## src/rtl/pc_pkg.sv

```systemverilog
// Shared types and defaults for the IF-stage program counter.
// Holds the pending-redirect encoding and the next-PC source priority.
package pc_pkg;

    typedef enum logic [1:0] {
        PEND_NONE,
        PEND_BR,
        PEND_TRAP
    } pend_state_t;

    // Next-PC sources, listed highest priority first.
    typedef enum logic [2:0] {
        SEL_TRAP,
        SEL_PEND_TRAP,
        SEL_BRANCH,
        SEL_PEND_BR,
        SEL_SEQ
    } pc_sel_t;

    localparam int unsigned PC_XLEN_DEFAULT         = 32;
    localparam int          PC_RESET_VECTOR_DEFAULT = -4;
    localparam int unsigned PC_INC_DEFAULT          = 4;

    function automatic pc_sel_t pc_select(input logic trap, input logic branch,
                                          input pend_state_t pend);
        pc_sel_t sel;
        if (trap)                    sel = SEL_TRAP;
        else if (pend == PEND_TRAP)  sel = SEL_PEND_TRAP;
        else if (branch)             sel = SEL_BRANCH;
        else if (pend == PEND_BR)    sel = SEL_PEND_BR;
        else                         sel = SEL_SEQ;
        return sel;
    endfunction

endpackage

```

## src/rtl/pc_redirect_buffer.sv

```systemverilog
// One-entry buffer that keeps a redirect alive while fetch is held.
// A trap always wins; a branch never displaces a pending trap.
module pc_redirect_buffer
    import pc_pkg::*;
#(
    parameter int unsigned XLEN = PC_XLEN_DEFAULT
) (
    input  logic              CLK,
    input  logic              RESET,
    input  logic              hold,
    input  logic              trap,
    input  logic [XLEN-1:0]   trap_target,
    input  logic              branch,
    input  logic [XLEN-1:0]   branch_target,
    output pend_state_t       state,
    output logic [XLEN-1:0]   target,
    output logic              pending
);

    always_ff @(posedge CLK) begin
        if (RESET) begin
            state   <= PEND_NONE;
            target  <= '0;
            pending <= 1'b0;
        end else if (!hold) begin
            // Any pending entry is consumed by the PC mux on an unheld edge.
            state   <= PEND_NONE;
            pending <= 1'b0;
        end else if (trap) begin
            state   <= PEND_TRAP;
            target  <= trap_target;
            pending <= 1'b1;
        end else if (branch && state != PEND_TRAP) begin
            state   <= PEND_BR;
            target  <= branch_target;
            pending <= 1'b1;
        end
    end

endmodule

```

## src/rtl/pc_sequencer.sv

```systemverilog
// IF-stage program counter with registered PC+INC, prioritised redirects
// and a pending-redirect buffer covering BUSYWAIT/STALL holds.
module pc_sequencer
    import pc_pkg::*;
#(
    parameter int unsigned      XLEN         = PC_XLEN_DEFAULT,
    parameter logic [XLEN-1:0]  RESET_VECTOR = XLEN'(PC_RESET_VECTOR_DEFAULT),
    parameter int unsigned      INC          = PC_INC_DEFAULT,
    parameter int unsigned      ALIGN_BITS   = 2
) (
    input  logic              CLK,
    input  logic              RESET,
    input  logic              BUSYWAIT,
    input  logic              STALL,
    input  logic              BRANCH_TAKEN,
    input  logic [XLEN-1:0]   BRANCH_TARGET,
    input  logic              TRAP,
    input  logic [XLEN-1:0]   TRAP_VECTOR,
    output logic [XLEN-1:0]   PC,
    output logic [XLEN-1:0]   PC_NEXT_SEQ,
    output logic              FLUSH,
    output logic              REDIRECT_PENDING
);

    localparam logic [XLEN-1:0] STEP       = XLEN'(INC);
    localparam logic [XLEN-1:0] ALIGN_MASK = {XLEN{1'b1}} << ALIGN_BITS;

    logic              hold;
    logic [XLEN-1:0]   br_tgt;
    logic [XLEN-1:0]   trap_tgt;
    pend_state_t       pend_state;
    logic [XLEN-1:0]   pend_target;
    pc_sel_t           sel;
    logic              redirect;
    logic [XLEN-1:0]   redirect_target;

    assign hold     = BUSYWAIT | STALL;
    assign br_tgt   = BRANCH_TARGET & ALIGN_MASK;
    assign trap_tgt = TRAP_VECTOR & ALIGN_MASK;

    pc_redirect_buffer #(
        .XLEN (XLEN)
    ) u_redirect_buffer (
        .CLK           (CLK),
        .RESET         (RESET),
        .hold          (hold),
        .trap          (TRAP),
        .trap_target   (trap_tgt),
        .branch        (BRANCH_TAKEN),
        .branch_target (br_tgt),
        .state         (pend_state),
        .target        (pend_target),
        .pending       (REDIRECT_PENDING)
    );

    always_comb begin
        sel             = pc_select(TRAP, BRANCH_TAKEN, pend_state);
        redirect        = 1'b1;
        redirect_target = '0;
        case (sel)
            SEL_TRAP:      redirect_target = trap_tgt;
            SEL_PEND_TRAP: redirect_target = pend_target;
            SEL_BRANCH:    redirect_target = br_tgt;
            SEL_PEND_BR:   redirect_target = pend_target;
            default:       redirect        = 1'b0;
        endcase
    end

    // PC_NEXT_SEQ is kept one step ahead so the sequential path is a plain copy.
    always_ff @(posedge CLK) begin
        if (RESET) begin
            PC          <= RESET_VECTOR;
            PC_NEXT_SEQ <= RESET_VECTOR + STEP;
            FLUSH       <= 1'b0;
        end else if (!hold) begin
            if (redirect) begin
                PC          <= redirect_target;
                PC_NEXT_SEQ <= redirect_target + STEP;
                FLUSH       <= 1'b1;
            end else begin
                PC          <= PC_NEXT_SEQ;
                PC_NEXT_SEQ <= PC_NEXT_SEQ + STEP;
                FLUSH       <= 1'b0;
            end
        end else begin
            FLUSH <= 1'b0;
        end
    end

endmodule
```

## config.mk

```make
export PLATFORM = sky130hd
export DESIGN_NAME = pc_sequencer
export DESIGN_NICKNAME = d
export VERILOG_FILES = /design/src/rtl/pc_pkg.sv /design/src/rtl/pc_redirect_buffer.sv /design/src/rtl/pc_sequencer.sv
export SDC_FILE = /design/constraint.sdc
export NUM_CORES = 1
export LEC_CHECK = 0
export ABC_AREA = 1
export BUFFER_PORTS_ARGS = -buffer_cell sky130_fd_sc_hd__buf_2
export CORE_UTILIZATION = 49
export DETAILED_ROUTE_END_ITERATION = 6
export GPL_TIMING_DRIVEN = 0
export PLACE_DENSITY = 0.77
export SETUP_SLACK_MARGIN = 0.3
export SKIP_CTS_REPAIR_TIMING = 1
export SYNTH_ARGS = -nofsm -noshare
export SYNTH_HDL_FRONTEND = slang
export SYNTH_SLANG_ARGS = --single-unit
```

## constraint.sdc

```tcl
create_clock -name CLK -period 2 [get_ports CLK]
set_input_delay 0.1 -clock CLK [delete_from_list [all_inputs] [get_ports CLK]]
set_output_delay 0.1 -clock CLK [all_outputs]
set_load 0.005 [all_outputs]
```

# Word level (Yosys, flattened, before mapping)

Cells that the tools add are included.
W data, S select, Z words.

Equal/unequal tests: 6
Mux-type cells: 15
$add $sub $neg: 2
Reductions and logical operators: 9
Bitwise operators: 2

Operators with widths:

| operator                | count |
|---|---|
| $mux W32                | 4 |
| $pmux W32 S3            | 1 |
| $add A32 B3 Y32 const B | 2 |
| $mux W3                 | 4 |
| $eq A3 B2 Y1 const B    | 2 |
| $reduce_or A2 Y1        | 3 |
| $mux W1                 | 4 |
| $mux W2                 | 2 |
| $reduce_or A4 Y1        | 1 |
| $eq A3 B1 Y1 const B    | 1 |
| $logic_not A3 Y1        | 1 |
| $reduce_or A3 Y1        | 1 |
| $eq A2 B1 Y1 const B    | 1 |
| $eq A2 B2 Y1 const B    | 1 |
| $ne A2 B2 Y1 const B    | 1 |
| $reduce_and A2 Y1       | 1 |
| $reduce_bool A2 Y1      | 1 |
| $logic_and A1 B1 Y1     | 1 |
| $not A1 Y1              | 1 |
| $or A1 B1 Y1            | 1 |

Input port bits: 70
Logic and storage cells: 41
Register bits after elaboration: 100
Output and inout bits: 66

# Longest topological paths before layout

Gate-level depths: netlist of the first run.

Depth after elaboration: 10
Mapped depth: 18
Gate-level depth less buffers: 18

# By module

From an unflattened synthesis of the first run, not the netlist that was laid out.

Cell total of the unflattened synthesis: 1065
Area total of the unflattened synthesis: 6518.8 um^2

Modules (own cells, without submodules):

| module             | seq. area each (um^2) | times used | area an instance (um^2) | cells each |
|---|---|---|---|---|
| pc_sequencer       | 1301.2                | 1          | 4415.5                  | 706 |
| pc_redirect_buffer | 700.7                 | 1          | 2103.3                  | 359 |

# Worst setup path after synthesis of the first run

No wires, ideal clock.

Path kind: register to register
Start: reg u_redirect_buffer.state[0]
End: reg PC_NEXT_SEQ[22]
Arrival time: 1.947 ns
Library setup time: 0.113 ns
Stages on the path, launching flop included: 18
Required time: 1.887 ns
Path buffers: 1
Clock period less this slack: 2.060 ns
Slack: -0.060 ns
Cell sequence: dfxtp_1 > inv_1 > nand2_4 > nand2_4 > buf_6 > o21ai_1 > nor2_1 > nand2_1 > nand2_1 > inv_2 > ha_1 > nand2_2 > nor2_8 > nand3_4 > nor2_8 > nand3_1 > nand3_1 > nand2_1

Word-level cells in the longest chain between the ends: 10
Elaborated cells between the ends (all ways): 16
Classes of those cells: add/sub: 1; eq/ne: 5; mux: 7; reduce/logical: 3

Ends and longest elaborated chain:

| what                                         | RTL line                 | text |
|---|---|---|
| start: declaration                           | pc_redirect_buffer.sv:15 | `output pend_state_t state,` |
| start signal: assignment                     | pc_redirect_buffer.sv:22 | `state <= PEND_NONE;` |
| start signal: assignment                     | pc_redirect_buffer.sv:27 | `state <= PEND_NONE;` |
| start signal: assignment                     | pc_redirect_buffer.sv:30 | `state <= PEND_TRAP;` |
| $eq A2 B1 Y1                                 | pc_pkg.sv:30             | `else if (pend == PEND_BR) sel = SEL_PEND_BR;` |
| $mux W3                                      | pc_pkg.sv:30             |  |
| $mux W3                                      | pc_pkg.sv:29             | `else if (branch) sel = SEL_BRANCH;` |
| $mux W3 (*)                                  | pc_pkg.sv:28             | `else if (pend == PEND_TRAP) sel = SEL_PEND_TRAP;` |
| $mux W3 (*)                                  | pc_pkg.sv:27             | `if (trap) sel = SEL_TRAP;` |
| $eq A3 B2 Y1 or $eq A3 B1 Y1 (tied branches) | pc_sequencer.sv:60       | `case (sel)` |
| $reduce_or A2 Y1 (no source line)            | -                        |  |
| $pmux W32 S3                                 | pc_sequencer.sv:60       |  |
| $add A32 B3 Y32                              | pc_sequencer.sv:78       | `PC_NEXT_SEQ <= redirect_target + STEP;` |
| $mux W32 (*)                                 | pc_sequencer.sv:76       | `if (redirect) begin` |
| end signal: assignment                       | pc_sequencer.sv:73       | `PC_NEXT_SEQ <= RESET_VECTOR + STEP;` |
| end signal: assignment                       | pc_sequencer.sv:78       |  |
| end signal: assignment                       | pc_sequencer.sv:82       | `PC_NEXT_SEQ <= PC_NEXT_SEQ + STEP;` |
| end: declaration                             | pc_sequencer.sv:20       | `output logic [XLEN-1:0] PC_NEXT_SEQ,` |

Every way passes the cells marked *; elsewhere a longest branch is shown, timed or not.
A chain may end at the register's enable or synchronous reset.

# Worst setup path after layout of the first run

Start: reg u_redirect_buffer.state[0]
End: reg PC_NEXT_SEQ[20]

Same word-level chain as after synthesis.

==> results of run 1 <==
registers in the layout (all words and copies together) (netlist names):
signal / cells
FLUSH: 1
PC: 30
PC_NEXT_SEQ: 30
u_redirect_buffer.pending: 1
u_redirect_buffer.state: 2
u_redirect_buffer.target: 30
worst max path at each step:
stage,from,end,slack [ps],depth (start not counted)
after floorplan,u_redirect_buffer.state[0],PC_NEXT_SEQ[22],80,17
after global placement,u_redirect_buffer.state[0],PC_NEXT_SEQ[26],-280,16
after detailed placement,u_redirect_buffer.state[0],PC_NEXT_SEQ[26],-330,17
after CTS,u_redirect_buffer.state[0],PC_NEXT_SEQ[26],-350,16
after global routing,u_redirect_buffer.state[0],PC_NEXT_SEQ[22],-380,18
final,u_redirect_buffer.state[0],PC_NEXT_SEQ[20],-280,17
worst reg2reg max path: stages, from the launching register on:
cell,delay (ps)
dfxtp_4,380
inv_4,60
nand2_8,110
nand2_8,80
buf_12,130
clkbuf_16,140
nand2_1,50
nand2_1,60
nand3_2,110
nand2_2,140
inv_1,140
nand2_4,80
nor2_8,140
nand3_4,150
nor2_8,170
nand2_1,60
nand3_1,70
o21ai_1,60
metrics by stage:
stage / instance area (sq um) / TNS (ps) / cells
floorplan: 5690 / 0 / 828
finish: 7390 / -3960 / 1141
detailed placement: 6500 / -6220 / 1095
global route: 7390 / -6590 / 1141
CTS: 6830 / -3960 / 1111
global placement: 6500 / -5060 / 1095
layout make-up:
type / count / area (sq um) / area share, %
clock inverters: 4 / 77.6 / 1.05
inverters: 66 / 253 / 3.42
multi-input cells: 626 / 3480 / 47.2
plain buffers: 42 / 348 / 4.71
well taps: 140 / 175 / 2.37
clock buffers: 12 / 256 / 3.47
flip-flops and latches: 94 / 1890 / 25.6
repair buffers: 157 / 902 / 12.2
routing by layer:
metal / vias up / track usage (%)
met4: 0 / 12.5
met1: 2839 / 38.9
met2: 341 / 49.9
met5: - / 0
met3: 52 / 4.48
li1: 3025 / -
power breakdown:
| part | total (W) | switching (W) | internal [W] |
|---|---|---|---|
| clock | 0.00192 | 0.000748 | 0.00117 |
| combinational | 0.00130 | 0.000808 | 0.000496 |
| sequential | 0.00210 | 0.0000851 | 0.00201 |
cells by family after synthesis:
logic type               Yosys count
AND/OR/NAND/NOR                  503
adder cells (fa/ha/maj)            1
buffers and inverters            108
AO/OA/AOI/OAI                    117
XOR/XNOR                           1
other                              1
flip-flops                        94
cell usage in the layout (no fill, tap or decap), drive strengths merged:
cell type	netlist	final
nand2	261	261
buf	26	184
nor2	124	124
dfxtp	94	94
nand3	90	90
inv	64	66
o21ai	48	48
a31oi	28	28
a21oi	27	27
clkbuf	16	27
or2	12	12
nand4	11	11
o211ai	5	5
nor3	5	5
conb	1	4
o221ai	3	3
o22ai	2	2
bufinv	0	2
clkinv	2	2
a21o	1	1
a211oi	1	1
o31ai	1	1
xor2	1	1
a32o	1	1
ha	1	1
==> run summary, run 1 <==
WL met2 -> 8.67 mm
Starting Density -> 51.2%
Critical Path End Type -> flop
RSZ-0062 raised after global routing -> yes
Critical Setup Path Class -> reg2reg
P&R area growth vs syn -> 31.4%
CTS tree -> yes
CTS H-tree lvls -> 3
Vias per cell -> 5.48
Post-synth EDFFs -> 0
Number of buffers and inverters on the critical path -> 4
HPWL after DPL -> 13.1 mm
CTS sink count -> 94
Complex-gate fraction of the synthesized area -> 11.9%
Maximum vdd drop -> 537 uV
Top-count cell post-synth -> nand2_1
Synth warnings -> 0
Max cap viols -> 0
Hold Path Class -> in2reg
Reg2reg end -> PC_NEXT_SEQ[20]
Cell depth of the worst hold path -> 2
R2R cell count -> 17
Fmax -> 438 MHz
Syn avg cell area -> 6.81 sq um
Largest family of logic cells by synthesized area -> simple AND/OR/NAND/NOR gates
Worst path slowest cell -> dfxtp_4
Clock-pin slew on the worst setup and hold paths -> 70 ps
Power Density -> 720 mW/mm^2
Worst-path cell chain -> inv_4 -> nand2_8 -> nand2_8 -> buf_12 -> clkbuf_16 -> nand2_1 -> nand2_1 -> nand3_2 -> nand2_2 -> inv_1 -> nand2_4 -> nor2_8 -> nand3_4 -> nor2_8 -> nand2_1 -> nand3_1 -> o21ai_1
Clk_lat worst skew -> 350 ps
Yosys reg bits -> 94
Crit path top cell by count -> nand2_1
NumNets Final -> 1067
Final WS setup -> -283 ps
Worst reg2reg setup slack -> -280 ps
Initial DRC Count -> 607
Crit path launch type -> flop
Post-layout minimum cycle time -> 2280 ps
Initial antenna violation count -> 0
First-pass GRT wire length -> 27.0 mm
Leakage power -> 3.50 nW
Clk_skew -> 14.9 ps
Total Power -> 0.00532 W
Post-synthesis mux area share -> 0%
Hold worst-path end -> PC_NEXT_SEQ[26]
Post-synth top cells -> nand2_1 (230), dfxtp_1 (94), nor2_1 (91)
Vias in the first global route -> 5430
N_diodes -> 0
Fraction of layout cells with a size suffix above 1 -> 35.3%
Fin. Hold Viols -> 1
Netlist cell types -> 44
Pre-CTS WS -> -329 ps
Min-delay src -> RESET
Largest net degree at the start of global routing -> 16
Core area -> 0.0110 sq mm
Worst stage delay on the critical path -> 380 ps
Routed length per instance -> 16.3 um
# rows -> 38
Simple-gate share of the synthesized area -> 44.5%
GR Util All Layers -> 30.1%
Critical Path RT -> 2210 ps
Synth top area share -> 33.5%
Cells after Synth -> 825
Endpoints failing setup -> 25
Syn Std Cell Area -> 0.00562 sq mm
Global placement routability congestion -> 0.949
Drt drc -> 0
Reg2Reg Launch Point -> u_redirect_buffer.state[0]
Root buffer cell -> clkbuf_16
DRT Pass-1 Iters -> 5
FFs w/ async S/R, synth -> 0%
Fillers -> 933
Congestion Overflow GR -> 0
Die area -> 0.0119 sq mm
Most used DFF post-synth -> dfxtp_1
Critical path arrival -> 2490 ps
I/O pins -> 136
Final cell utilization of the core -> 67.2%
Wire length on met1 -> 7.74 mm
Antenna Violating Nets Remaining -> 0
Die X -> 109 um
Vias -> 6257
Clock Path Buffers -> 2
Synth area leaders -> dfxtp_1 (33%), nand2_1 (15%), nand3_1 (6.3%), nor2_1 (6.1%), inv_1 (3.5%)
Die height -> 109 um
Final Slew Violations -> 0
I/O Buffers -> 127
Met3 wire len -> 1.56 mm
Hold_ws -> -1.47 ps
Final WL -> 18.6 mm
Crit Path Max Fanout -> 6
Slew headroom -> 50.4%
Run status -> complete, but fails checks
Top routing layer used -> met4
Failing checks -> hold timing, setup timing
CP top delay family -> simple AND/OR/NAND/NOR gates
Synth area leader -> dfxtp_1
Tightest Pin Transition -> 741 ps
Cts bufs inserted -> 9
Period utilization -> 114%
Post-synthesis adder-cell area fraction -> 0.223%
Xor/xnor share of the synthesized area -> 0.156%
Sequential-to-total area share from yosys stat -> 33.5%
Note: power is estimated with default switching activity, not from simulation.
==> inputs of run 2 (changes only) <==
Settings changed: SKIP_CTS_REPAIR_TIMING 1 to unset.
==> run summary, run 2 (synthesized netlist as in run 1, its figures left out) <==
Run status -> complete, but fails checks
Failing checks -> hold timing, setup timing
Area of the multi-input gates -> 0.00400 sq mm
Period utilization -> 131%
Clock Path Buffers -> 2
Fillers -> 687
# rows -> 38
Final WL -> 23.2 mm
Worst stage delay on the critical path -> 440 ps
Vias per cell -> 6.00
Routed length per instance -> 19.6 um
Power Density -> 691 mW/mm^2
DRT Pass-1 Iters -> 6
CTS tree -> yes
Regs by FF count -> PC x30, PC_NEXT_SEQ x30, u_redirect_buffer.target x30
Die area -> 0.0119 sq mm
Crit path launch type -> flop
Clock-pin slew on the worst setup and hold paths -> 80 ps
Critical path arrival -> 2810 ps
Total Power -> 0.00579 W
Commonest non-fill, non-tap cell in the layout -> nand2_1
Crit Path Max Fanout -> 6
Number of buffers and inverters on the critical path -> 2
Die height -> 109 um
WL met2 -> 10.3 mm
Vias -> 7099
Endpoints failing setup -> 28
Hold Path Class -> in2reg
N_diodes -> 0
Starting Density -> 51.2%
Initial DRC Count -> 758
Antenna Violating Nets Remaining -> 0
Clk_skew -> 18.2 ps
Final Slew Violations -> 0
Critical Path End Type -> flop
Critical Setup Path Class -> reg2reg
Hold_ws -> -1.66 ps
I/O pins -> 136
GR Util All Layers -> 32.1%
Storage element area -> 0.00188 sq mm
Largest net degree at the start of global routing -> 16
CP top delay family -> simple AND/OR/NAND/NOR gates
Slew headroom -> 42.4%
Critical Path RT -> 2200 ps
Vias in the first global route -> 5802
Global placement routability congestion -> 0.949
Fmax -> 382 MHz
Max cap viols -> 0
Tightest Pin Transition -> 863 ps
Post-layout minimum cycle time -> 2610 ps
Drt drc -> 0
Crit path top cell by count -> nand2_1
I/O Buffers -> 127
Cts bufs inserted -> 9
P&R area growth vs syn -> 49.3%
Maximum vdd drop -> 552 uV
Worst-path cell chain -> inv_2 -> nand2_4 -> nand2_8 -> bufbuf_16 -> nand2_1 -> nand2_1 -> nand3_2 -> nand2_4 -> nor2_4 -> nand2_4 -> nor2_4 -> nand4_1 -> nand2_1 -> nand2_1 -> a21oi_1
Worst path slowest cell -> a21oi_1
Initial antenna violation count -> 0
Clk_lat worst skew -> 360 ps
Top routing layer used -> met4
First-pass GRT wire length -> 28.9 mm
RSZ-0062 raised after global routing -> yes
Hold buffer count at cts -> 0
HPWL after DPL -> 13.1 mm
CTS H-tree lvls -> 3
CTS sink count -> 94
Die X -> 109 um
NumNets Final -> 1109
Congestion Overflow GR -> 0
Fraction of layout cells with a size suffix above 1 -> 46.3%
Final WS setup -> -615 ps
Setup TNS Final -> -6950 ps
Wire length on met1 -> 8.59 mm
Commonest cells after routing, fill and taps aside -> nand2_1 (206), buf_2 (135), dfxtp_1 (92)
Fin. Hold Viols -> 1
Core area -> 0.0110 sq mm
Met3 wire len -> 2.41 mm
Root buffer cell -> clkbuf_16
Leakage power -> 3.90 nW
run 2: changes by cell type in the layout (fill, tap and decap cells not counted), moves of 10 or more:
cell | before | now
nand2_1 | 225 | 206
o21ai_2 | 5 | 19
nor2_4 | 22 | 38
buf_4 | 31 | 48
o21ai_0 | 23 | 11
nor2_1 | 75 | 57
a31oi_1 | 28 | 17
inv_1 | 48 | 37
nand2_4 | 12 | 22
buf_6 | 13 | 33
run 2: metrics by stage:
stage               setup WS (ps)  utilization, %  area (sq um)  cells
floorplan                    82.9               -          5690    828
global placement             -282            59.1          6500   1095
detailed placement           -329            59.1          6500   1095
CTS                          -178            67.3          7390   1147
global route                 -646            76.4          8390   1183
finish                       -615            76.4          8390   1183
run 2: worst reg2reg max path, cell delays in order, from the launching register on:
cell and delay [ps]:
dfxtp_2 360, inv_2 60, nand2_4 120, nand2_8 90
bufbuf_16 280, nand2_1 70, nand2_1 80, nand3_2 170
nand2_4 100, nor2_4 180, nand2_4 90, nor2_4 160
nand4_1 110, nand2_1 80, nand2_1 60, a21oi_1 440
run 2: power breakdown:
group / internal, W / switching, W / total, W / leakage [nW]
sequential: 0.00201 / 0.000102 / 0.00211 / 0.775
clock: 0.00117 / 0.000779 / 0.00195 / 0.163
combinational: 0.000692 / 0.00104 / 0.00173 / 2.96
run 2: path summary, 6_finish.rpt:
| path | from | end | slack (ps) | cells past startpoint |
|---|---|---|---|---|
| hold reg to reg | PC[21] | PC[21] | 460 | 2 |
| setup reg to reg | u_redirect_buffer.state[0] | PC_NEXT_SEQ[25] | -610 | 15 |
| setup / recovery | u_redirect_buffer.state[0] | PC_NEXT_SEQ[25] | -610 | 15 |
| hold / removal | RESET | PC_NEXT_SEQ[26] | -2 | 2 |
run 2: area by class of cell:
| class | count | share of cell area [%] |
|---|---|---|
| Inverter | 66 | 3.19 |
| Sequential cell | 94 | 22.5 |
| Buffer | 42 | 4.54 |
| Timing Repair Buffer | 199 | 16.0 |
| Clock inverter | 4 | 0.925 |
| Multi-Input combinational cell | 626 | 47.7 |
| Tap cell | 140 | 2.09 |
| Clock buffer | 12 | 3.06 |
run 2: what timing repair did:
item | CTS | global route
buffers inserted | 35 | 32
pin swaps | 39 | 65
gates resized for setup | 75 | 208
endpoints found under the hold margin | 0 | 0
setup endpoints to repair | 67 | 90
cloned | 1 | 4
run 2: per-layer routing:
| metal | vias to the layer above | global-route usage, % |
|---|---|---|
| li1 | 3109 | - |
| met4 | 0 | 17.6 |
| met1 | 3254 | 41.1 |
| met5 | - | 0 |
| met3 | 174 | 5.44 |
| met2 | 562 | 51.1 |
==> inputs of run 3 (changes only) <==
Settings changed: CORE_UTILIZATION 49 to 40, PLACE_DENSITY 0.77 to unset.
==> run summary, run 3 (synthesized netlist as in run 1, its figures left out) <==
Busiest grt layer -> met2
Met1 GRT Util -> 35.7%
Storage element area -> 0.00189 sq mm
Critical Path RT -> 2220 ps
Clock Path Buffers -> 2
Die area -> 0.0145 sq mm
Vias per cell -> 5.22
Leakage power -> 3.88 nW
CTS tree -> yes
First-pass GRT wire length -> 30.2 mm
Vias in the first global route -> 5765
Fin. Hold Viols -> 0
Global placement routability congestion -> 0.908
Slew headroom -> 50.3%
Fillers -> 1262
Reg2Reg Launch Point -> u_redirect_buffer.state[0]
Clk_lat worst skew -> 360 ps
Cts bufs inserted -> 9
Commonest non-fill, non-tap cell in the layout -> nand2_1
GR Util met3 -> 5.85%
Run status -> complete, but fails checks
Worst stage delay on the critical path -> 370 ps
Vias -> 6325
DP Area -> 0.00654 sq mm
Crit Path Max Fanout -> 5
Maximum vdd drop -> 673 uV
Period utilization -> 116%
Antenna Violating Nets Remaining -> 0
Critical path arrival -> 2530 ps
Initial DRC Count -> 414
I/O Buffers -> 127
P&R area growth vs syn -> 46.6%
Failing checks -> setup timing
Hold Path Class -> in2reg
Critical Setup Path Class -> reg2reg
Worst-path cell chain -> buf_6 -> nand2_4 -> nand4_4 -> buf_6 -> buf_6 -> or2_4 -> nand2_4 -> inv_4 -> ha_4 -> nand2_4 -> nor2_8 -> buf_4 -> buf_6 -> nand3_1 -> o211ai_1
Final Slew Violations -> 0
Number of buffers and inverters on the critical path -> 6
Pre-CTS WS -> -330 ps
Starting Density -> 41.8%
RSZ-0062 raised after global routing -> yes
Crit path launch type -> flop
Die X -> 121 um
Congestion Overflow GR -> 0
Worst reg2reg setup slack -> -310 ps
I/O pins -> 136
# rows -> 42
Final WL -> 20.3 mm
Commonest cells after routing, fill and taps aside -> nand2_1 (208), buf_2 (134), dfxtp_1 (92)
Post-layout minimum cycle time -> 2310 ps
Largest net degree at the start of global routing -> 16
Core area -> 0.0135 sq mm
NumNets Final -> 1101
Routed length per instance -> 16.8 um
Fraction of layout cells with a size suffix above 1 -> 42.7%
Max cap viols -> 0
Power Density -> 712 mW/mm^2
Root buffer cell -> clkbuf_16
Crit path to -> PC_NEXT_SEQ[12]
Critical Path End Type -> flop
Clock-pin slew on the worst setup and hold paths -> 70 ps
Area of the multi-input gates -> 0.00384 sq mm
CTS H-tree lvls -> 3
N_diodes -> 0
Critical Path Stages -> 15
Final WS setup -> -312 ps
R2R cell count -> 15
Clk_skew -> 9.31 ps
Die height -> 121 um
Initial antenna violation count -> 0
Crit path launch -> u_redirect_buffer.state[0]
Design Area, Final -> 0.00824 sq mm
Fmax -> 433 MHz
Regs by FF count -> PC x30, PC_NEXT_SEQ x30, u_redirect_buffer.target x30
HPWL after DPL -> 14.2 mm
Routing usage on met2 -> 44.9%
Tightest Pin Transition -> 745 ps
DRT Pass-1 Iters -> 4
GR Util All Layers -> 27.6%
Crit path top cell by count -> buf_6
CP top delay family -> simple AND/OR/NAND/NOR gates
Drt drc -> 0
CTS sink count -> 94
Endpoints failing setup -> 29
Worst path slowest cell -> dfxtp_4
Reg2reg end -> PC_NEXT_SEQ[12]
[run 3: cell types whose count changed in the layout (fill, tap and decap cells not counted), sizes merged]
cell         delta
buf            -14
bufinv          +3
clkbuf          +2
clkinvlp        +1
dlygate4sd3     +1
inv             -1
[run 3: metal layers]
metal / share of wire [%] / vias up
li1: - / 3095
met1: 45 / 2968
met2: 47 / 221
met3: 5.3 / 41
met4: 3.0 / 0
met5: 0 / -
[run 3: per-stage QoR]
step	TNS, ps	power, W	instances	utilization, %	hold slack, ps
2_1_floorplan	0	0.00286	828	-	169
3_3_place_gp	-8710	0.00325	1131	48.6	367
3_5_place_dp	-8980	0.00325	1131	48.6	372
4_1_cts	-2310	0.00561	1184	55.3	12.2
5_1_grt	-7910	0.00609	1211	61.3	23.4
6_report	-5990	0.00587	1211	61.3	18.1
[run 3: power breakdown]
| group | switching (W) | internal, W |
|---|---|---|
| logic | 0.000912 | 0.000616 |
| registers | 0.0000854 | 0.00201 |
| clock network | 0.000772 | 0.00147 |
[run 3: worst min path at each step]
| stage | from | endpoint | slack, ps | cells past startpoint |
|---|---|---|---|---|
| finish | BRANCH_TARGET[30] | u_redirect_buffer.target[30] | 20 | 3 |
| global route | BRANCH_TARGET[30] | u_redirect_buffer.target[30] | 20 | 3 |
| CTS | RESET | PC[2] | 10 | 3 |
| detailed placement | RESET | PC_NEXT_SEQ[26] | 370 | 2 |
| global placement | RESET | PC_NEXT_SEQ[25] | 370 | 2 |
| floorplan | RESET | PC_NEXT_SEQ[25] | 170 | 1 |
[run 3: cell type report]
class | count | share of cell area (%)
multi-input combinational | 626 | 46.6
clock buffer | 9 | 2.73
inverter | 66 | 3.29
sequential | 94 | 22.9
tap | 176 | 2.67
buffer | 42 | 4.19
clock inverter | 7 | 1.94
timing repair buffer | 191 | 15.6
[run 3: timing repair]
item                                    4_1_cts  5_1_grt
gates cloned                                  1        2
hold endpoints to repair                      2        0
pin swaps                                    20       60
gates resized for setup                      67      155
endpoints found under the setup margin       72       93
hold buffers                                  1        0
buffers inserted                             35       25
[run 3: worst register-to-register path: cells and delay by family, from the launching register on]
family | cells | cell delay [ps]
AND/OR/NAND/NOR | 7 | 810
buffers and inverters | 6 | 750
adder cells (fa/ha/maj) | 1 | 170
flip-flops | 1 | 370
AO/OA/AOI/OAI | 1 | 80
